<file path="src/rtl/hex_scroll_reader.sv">
// hex_scroll_reader
// Loopback observer for the three-digit scrolling message display. It watches
// the active-low 7-segment buses, filters out short glitches, recovers the
// 2-bit character codes and checks every accepted change against a one-digit
// left rotation. It also reports the cycle count between rotation steps.
//
// Pipeline:
//   HEX buses -> sample register -> run-length filter -> qualify pulse
//             -> glyph decode + rotation compare -> registered outputs
// Every output is a flop, so the HEX inputs reach no output combinationally.

module hex_scroll_reader #(
   parameter int STABLE_CYCLES = 4,   // identical samples needed to accept a pattern (>= 2)
   parameter int CNT_W         = 28   // width of the step-interval counter and of period
) (
   input  logic             CLOCK_50,
   input  logic             reset,
   input  logic [6:0]       HEX0,
   input  logic [6:0]       HEX1,
   input  logic [6:0]       HEX2,
   output logic [5:0]       frame,
   output logic             frame_valid,
   output logic             step,
   output logic             rot_err,
   output logic             sym_err,
   output logic [CNT_W-1:0] period
);

   // ------------------------------------------------------------------
   // Local parameters and types
   // ------------------------------------------------------------------
   localparam int             RUN_W   = $clog2(STABLE_CYCLES + 1);
   localparam logic [RUN_W-1:0] RUN_MAX = RUN_W'(STABLE_CYCLES);
   localparam logic [RUN_W-1:0] RUN_ONE = RUN_W'(1);

   typedef enum logic {
      S_IDLE  = 1'b0,   // no legal frame accepted yet
      S_TRACK = 1'b1    // following the rotation of an accepted frame
   } state_t;

   // Segment pattern to {legal, code}. Patterns are active-low, so the
   // blank digit is all ones.
   function automatic logic [2:0] glyph_decode(input logic [6:0] seg);
      logic [2:0] res;
      res = 3'b000;
      case (seg)
         7'h21:   res = 3'b1_00;   // 'd'
         7'h06:   res = 3'b1_01;   // 'E'
         7'h79:   res = 3'b1_10;   // '1'
         7'h7F:   res = 3'b1_11;   // blank
         default: res = 3'b0_00;   // anything else is not a glyph
      endcase
      return res;
   endfunction

   // ------------------------------------------------------------------
   // Input sampling and glitch filter
   // ------------------------------------------------------------------
   logic [20:0]      hex_in;
   logic [20:0]      sample_q;
   logic [RUN_W-1:0] run_q;
   logic [RUN_W-1:0] run_d;
   logic             qual_d;
   logic             qual_q;
   logic [20:0]      qual_smp_q;

   assign hex_in = {HEX2, HEX1, HEX0};

   // Run length of identical samples; a new value restarts at one and the
   // count parks at STABLE_CYCLES while the pattern holds.
   always_comb begin
      run_d = run_q;
      if (hex_in != sample_q) begin
         run_d = RUN_ONE;
      end else if (run_q != RUN_MAX) begin
         run_d = run_q + RUN_ONE;
      end
   end

   // Qualify only on the transition into saturation: one event per pattern.
   assign qual_d = (run_d == RUN_MAX) && (run_q != RUN_MAX);

   // Sample register, run counter and the captured qualifying pattern.
   always_ff @(posedge CLOCK_50) begin
      if (reset) begin
         sample_q   <= '0;
         run_q      <= '0;
         qual_q     <= 1'b0;
         qual_smp_q <= '0;
      end else begin
         sample_q <= hex_in;
         run_q    <= run_d;
         qual_q   <= qual_d;
         if (qual_d) begin
            qual_smp_q <= hex_in;
         end
      end
   end

   // ------------------------------------------------------------------
   // Glyph decode of the qualified pattern
   // ------------------------------------------------------------------
   logic [2:0] dec2;
   logic [2:0] dec1;
   logic [2:0] dec0;
   logic       dec_legal;
   logic [5:0] dec_frame;

   // Decode each digit of the captured pattern and merge the legal flags.
   always_comb begin
      dec2      = glyph_decode(qual_smp_q[20:14]);
      dec1      = glyph_decode(qual_smp_q[13:7]);
      dec0      = glyph_decode(qual_smp_q[6:0]);
      dec_legal = dec2[2] & dec1[2] & dec0[2];
      dec_frame = {dec2[1:0], dec1[1:0], dec0[1:0]};
   end

   // ------------------------------------------------------------------
   // Tracking state machine and interval counter
   // ------------------------------------------------------------------
   state_t           state_q;
   state_t           state_d;
   logic [5:0]       frame_q;
   logic [5:0]       frame_d;
   logic             fv_q;
   logic             fv_d;
   logic             step_q;
   logic             step_d;
   logic             rot_q;
   logic             rot_d;
   logic             sym_q;
   logic             sym_d;
   logic [CNT_W-1:0] period_q;
   logic [CNT_W-1:0] period_d;
   logic [CNT_W-1:0] cnt_q;
   logic [CNT_W-1:0] cnt_d;
   logic [CNT_W-1:0] cnt_inc;
   logic [5:0]       frame_rotl;

   // Saturating increment: the counter parks at all-ones instead of wrapping.
   always_comb begin
      cnt_inc = (&cnt_q) ? cnt_q : cnt_q + 1'b1;
   end

   // Expected next frame: every digit moves one place left, the leftmost
   // code wraps round to the right.
   assign frame_rotl = {frame_q[3:2], frame_q[1:0], frame_q[5:4]};

   // Next-state and output decisions, taken only on a qualify event.
   // period is loaded with the incremented count so that it equals the
   // number of edges between the clearing edge and the step edge.
   always_comb begin
      state_d  = state_q;
      frame_d  = frame_q;
      fv_d     = fv_q;
      step_d   = 1'b0;
      rot_d    = 1'b0;
      sym_d    = 1'b0;
      period_d = period_q;
      cnt_d    = (state_q == S_TRACK) ? cnt_inc : cnt_q;

      if (qual_q) begin
         if (!dec_legal) begin
            // Bad glyph: report it and leave the tracking context alone.
            sym_d = 1'b1;
         end else begin
            case (state_q)
               S_IDLE: begin
                  frame_d = dec_frame;
                  fv_d    = 1'b1;
                  state_d = S_TRACK;
                  cnt_d   = '0;
               end
               S_TRACK: begin
                  if (dec_frame == frame_q) begin
                     // Held phase, or a glitch that came back: nothing to do.
                     frame_d = frame_q;
                  end else if (dec_frame == frame_rotl) begin
                     step_d   = 1'b1;
                     period_d = cnt_inc;
                     frame_d  = dec_frame;
                     cnt_d    = '0;
                  end else begin
                     // Legal but unexpected: flag it and resynchronise.
                     rot_d   = 1'b1;
                     frame_d = dec_frame;
                     cnt_d   = '0;
                  end
               end
               default: begin
                  state_d = S_IDLE;
               end
            endcase
         end
      end
   end

   // State, counter and output registers.
   always_ff @(posedge CLOCK_50) begin
      if (reset) begin
         state_q  <= S_IDLE;
         frame_q  <= '0;
         fv_q     <= 1'b0;
         step_q   <= 1'b0;
         rot_q    <= 1'b0;
         sym_q    <= 1'b0;
         period_q <= '0;
         cnt_q    <= '0;
      end else begin
         state_q  <= state_d;
         frame_q  <= frame_d;
         fv_q     <= fv_d;
         step_q   <= step_d;
         rot_q    <= rot_d;
         sym_q    <= sym_d;
         period_q <= period_d;
         cnt_q    <= cnt_d;
      end
   end

   assign frame       = frame_q;
   assign frame_valid = fv_q;
   assign step        = step_q;
   assign rot_err     = rot_q;
   assign sym_err     = sym_q;
   assign period      = period_q;

endmodule

</file>
<file path="config.mk">
export PLATFORM = sky130hd
export DESIGN_NAME = hex_scroll_reader
export DESIGN_NICKNAME = d
export VERILOG_FILES = /design/src/rtl/hex_scroll_reader.sv
export SDC_FILE = /design/constraint.sdc
export NUM_CORES = 1
export LEC_CHECK = 0
export CAP_MARGIN = 20
export CORE_MARGIN = 3
export CORE_UTILIZATION = 30
export DETAILED_ROUTE_END_ITERATION = 8
export PLACE_DENSITY_LB_ADDON = 0.12
export SYNTH_ARGS = -nofsm -noshare
export SYNTH_HDL_FRONTEND = slang
export SYNTH_SLANG_ARGS = --single-unit
</file>
<file path="constraint.sdc">
create_clock -name CLOCK_50 -period 4.5 [get_ports CLOCK_50]
set_clock_uncertainty 0.2 [all_clocks]
set_input_delay 0.45 -clock CLOCK_50 [delete_from_list [all_inputs] [get_ports CLOCK_50]]
set_output_delay 0.45 -clock CLOCK_50 [all_outputs]
set_load 0.02 [all_outputs]
</file>
==> results by group <==
Yosys
  • Post-synthesis simple-gate area fraction: 22.4%
  • Number of distinct standard cells referenced by the synthesized netlist: 57
  • Asr flop ratio synth: 0%
  • Most used flip-flop cell after synthesis: sky130_fd_sc_hd__dfxtp_1
  • Complex-gate fraction of the synthesized area: 15.1%
  • Flop and latch count out of synthesis: 113
  • Fraction of the yosys area taken by sequential cells: 42.2%
  • Cell taking the most area after synthesis: sky130_fd_sc_hd__dfxtp_1
  • Main combinational cell family by area after synthesis: simple AND/OR/NAND/NOR gates
  • Cell with the most instances after synthesis: sky130_fd_sc_hd__dfxtp_1
  • Synth top area share: 42.2%
  • Synthesized net count: 624
  • Xor and xnor area share after synthesis: 9.15%
  • Main area contributors after synthesis: sky130_fd_sc_hd__dfxtp_1 (42%), sky130_fd_sc_hd__mux2i_1 (5.4%), sky130_fd_sc_hd__xnor2_1 (4.6%)
  • Netlist area before placement: 0.00536 mm²
  • Synth top cells by count: sky130_fd_sc_hd__dfxtp_1 (113), sky130_fd_sc_hd__nor2_1 (50), sky130_fd_sc_hd__a21oi_1 (41)
  • Mean Syn Cell Area: 8.97 µm²
  • Number of warning messages in the yosys log: 0
  • Number of instances in the synthesized netlist: 598
  • Number of enable flip-flop cells after synthesis: 0
  • Portion of netlist area occupied by mux cells: 6.04%
  • Adder-cell share of the synthesized area: 0.700%

Setup path
  • Depth of the worst register-to-register path: 7
  • Reg2Reg Setup Slack: 0.90 ns
  • Startpoint Class: flop
  • Crit Path Category: flop to flop
  • Required arrival time at the worst endpoint: 4.64 ns
  • Signal arrival time at the worst endpoint: 3.74 ns
  • Startpoint of the worst register-to-register path: qual_smp_q[6]$_SDFFE_PP0P_
  • Critical Path Sink Type: flop
  • Reg-to-Reg End: cnt_q[7]$_SDFF_PP0_
  • Highest net fanout along the worst path: 26

Drt
  • Number of remaining DRC errors: 0
  • Iter 0 DRT Violations: 282
  • Post-detailed-route wirelength per cell: 16.0 µm
  • Count of nets left with antenna violations after detail routing: 0
  • Via/cell ratio: 5.11
  • Drt first pass iters: 4
  • Vias: 4505
  • WL final: 14.1 mm

Power and ir drop
  • Power Total: 0.00247 W
  • Max IR drop VDD: 0.262 mV
  • Pwr dens: 368 mW/mm²
  • Leakage component of the power: 2.26 nW

Clock tree
  • Count of instances resized after the clock tree is built: 0
  • Insertion delay of the later-clocked pin in the worst-skew pair: 0.43 ns
  • Post-CTS setup buffer count: 0
  • TritonCTS clock tree: built
  • CTS HTree Levels: 4
  • CTS max path bufs: 2
  • TritonCTS buffer count: 17
  • Reg clk slew, reported paths: 0.06 ns
  • Number of hold buffers added after cts: 0
  • Number of clock sinks: 113
  • CTS Root Cell: sky130_fd_sc_hd__clkbuf_16

GRT
  • Vias in the first global route: 4419
  • Number of antenna violations at the first check in global routing: 0
  • Largest net degree at the start of global routing: 49
  • Overflow left after global routing: 0
  • Overall global routing resource usage: 14.9%
  • First-pass GRT wire length: 23.2 mm

Timing
  • Share of the clock period used by the worst path: 80.1%
  • Final setup violating endpoints: 0
  • Highest clock rate: 277 MHz
  • Pins over their slew limit: 0
  • Setup repair after global routing missed its margin: false
  • Period minus WS final: 3.60 ns
  • Worst Hold Margin: 0.271 ns
  • Sum of negative setup slack: 0 ns
  • Count of endpoints failing hold in the final timing report: 0
  • Worst-Margin Slew: 1.02 ns
  • Rel. slew slack: 31.8%

Final layout
  • Growth of design area from synthesis to finish: 25.5%
  • Ratio of cells with drive above 1 in the final layout: 8.07%
  • Count of placed standard cells in the final layout, fillers left out: 882
  • Number of fillers in the final layout: 1772
  • Net count reported at finish: 670
  • Register area: 0.00226 mm²
  • Area of combinational cells with multiple inputs: 0.00286 mm²
  • Number of diodes: 0

Place
  • Dpl hpwl: 9.97 mm
  • Cells after DPL: 849
  • Gp weighted congestion: 0.798
  • Count of input and output buffers: 60

Job
  • Max capacitance violation total: 0

Die
  • Total Die Area: 0.0195 mm²
  • Area of the placeable core: 0.0174 mm²
  • Number of cell rows: 48
  • Die Ht: 140 µm
  • I/O pin count: 61
  • Initial Utilization: 30.8%
  • Die W: 140 µm

Hold path
  • Worst Hold Launch: period[0]$_SDFFE_PP0P_
  • Hold-critical path depth: 2
  • Hold/Removal Path Class: flop to flop
  • Endpoint with the worst hold slack: period[0]$_SDFFE_PP0P_

Outcome
  • Outcome: finished clean
worst max-delay path, stage by stage (launching register included):
cell                       delay [ns]
sky130_fd_sc_hd__dfxtp_1         0.37
sky130_fd_sc_hd__nand3_1         0.13
sky130_fd_sc_hd__nor3_1          0.62
sky130_fd_sc_hd__xnor2_1         0.20
sky130_fd_sc_hd__and3_1          0.25
sky130_fd_sc_hd__a41o_1          0.88
sky130_fd_sc_hd__nand2b_1        0.59
sky130_fd_sc_hd__a21oi_1         0.27
kinds of logic after synthesis:
kind of cell,count (synthesis)
AO/OA/AOI/OAI,120
XOR/XNOR,56
adder cells (fa/ha/maj),3
buffers and inverters,53
flip-flops,113
multiplexers,32
AND/OR/NAND/NOR,221
through the flow:
| stage | utilization, % | area, µm² | setup WS [ns] |
|---|---|---|---|
| 2_1_floorplan | - | 5360 | 1.91 |
| 4_1_cts | 38.6 | 6720 | 0.885 |
| 3_5_place_dp | 35.1 | 6110 | 0.899 |
| 5_1_grt | 38.6 | 6730 | 0.618 |
| 3_3_place_gp | 35.1 | 6110 | 0.991 |
| 6_report | 38.6 | 6730 | 0.896 |
flip-flops by register name, indices dropped and copies added, names as in the netlist:
name         flops
cnt_q           28
frame            6
frame_valid      1
period          28
qual_q           1
qual_smp_q      21
rot_err          1
run_q            3
sample_q        21
state_q          1
step             1
sym_err          1
layout make-up:
type,count,area share [%]
Clock buffer,19,6.73
Clock inverter,13,2.40
Inverter,14,0.781
Multi-Input combinational cell,432,42.6
Sequential cell,113,33.6
Tap cell,225,4.18
Timing Repair Buffer,66,9.71
metal layers:
metal  track usage [%]  part of all wire [%]
met5                 0                     0
met4              5.20                   1.5
met3              4.64                   4.8
met2              23.8                    47
met1              19.2                    47
where the power goes:
part | internal (W) | switching [W] | total [W] | leakage, nW
Clock | 0.000897 | 0.000487 | 0.00138 | 0.291
Combinational | 0.0000347 | 0.0000389 | 0.0000736 | 1.05
Sequential | 0.00101 | 0.00000458 | 0.00102 | 0.916
Total | 0.00194 | 0.000530 | 0.00247 | 2.26
how the worst max path moves through the flow:
stage                                      from                    end  cells past startpoint  slack (ns)
global placement     qual_smp_q[6]$_SDFFE_PP0P_    cnt_q[0]$_SDFF_PP0_                      7        0.99
finish               qual_smp_q[6]$_SDFFE_PP0P_    cnt_q[7]$_SDFF_PP0_                      7        0.90
floorplan            qual_smp_q[3]$_SDFFE_PP0P_  frame[0]$_SDFFE_PP0P_                      8        1.91
CTS                  qual_smp_q[6]$_SDFFE_PP0P_    cnt_q[0]$_SDFF_PP0_                      7        0.88
detailed placement   qual_smp_q[6]$_SDFFE_PP0P_    cnt_q[7]$_SDFF_PP0_                      7        0.90
global route        qual_smp_q[10]$_SDFFE_PP0P_    cnt_q[3]$_SDFF_PP0_                      7        0.62
cells in the final DEF (no fill, tap or decap), types with 3 or more instances in the layout:
master                            count
sky130_fd_sc_hd__xnor2_1             28
sky130_fd_sc_hd__nand4_1              8
sky130_fd_sc_hd__nand2b_1            15
sky130_fd_sc_hd__or4_1                4
sky130_fd_sc_hd__nand3_1             32
sky130_fd_sc_hd__o22ai_1              3
sky130_fd_sc_hd__o31a_1               3
sky130_fd_sc_hd__a31oi_1             18
sky130_fd_sc_hd__ha_1                 3
sky130_fd_sc_hd__o311a_1              3
sky130_fd_sc_hd__clkinvlp_4           4
sky130_fd_sc_hd__nand2_1             22
sky130_fd_sc_hd__a311oi_1             4
sky130_fd_sc_hd__and3_1               8
sky130_fd_sc_hd__clkinv_4             3
sky130_fd_sc_hd__bufinv_16            3
sky130_fd_sc_hd__or3_1               14
sky130_fd_sc_hd__xor2_1              28
sky130_fd_sc_hd__a211oi_1            20
sky130_fd_sc_hd__nor2_1              50
sky130_fd_sc_hd__inv_1               14
sky130_fd_sc_hd__buf_4                5
sky130_fd_sc_hd__mux2_2               3
sky130_fd_sc_hd__o21a_1               4
sky130_fd_sc_hd__nor3_1              17
sky130_fd_sc_hd__a21oi_1             41
sky130_fd_sc_hd__o21ai_0              6
sky130_fd_sc_hd__clkdlybuf4s50_1     59
sky130_fd_sc_hd__nor2b_1             25
sky130_fd_sc_hd__and2_1               4
sky130_fd_sc_hd__mux2i_1             29
sky130_fd_sc_hd__nor4_1               6
sky130_fd_sc_hd__dfxtp_1            113
sky130_fd_sc_hd__o211ai_1             3
sky130_fd_sc_hd__clkinv_2             3
sky130_fd_sc_hd__and4_1               5
sky130_fd_sc_hd__clkbuf_16           17
Power figures use the tool's default switching activity.
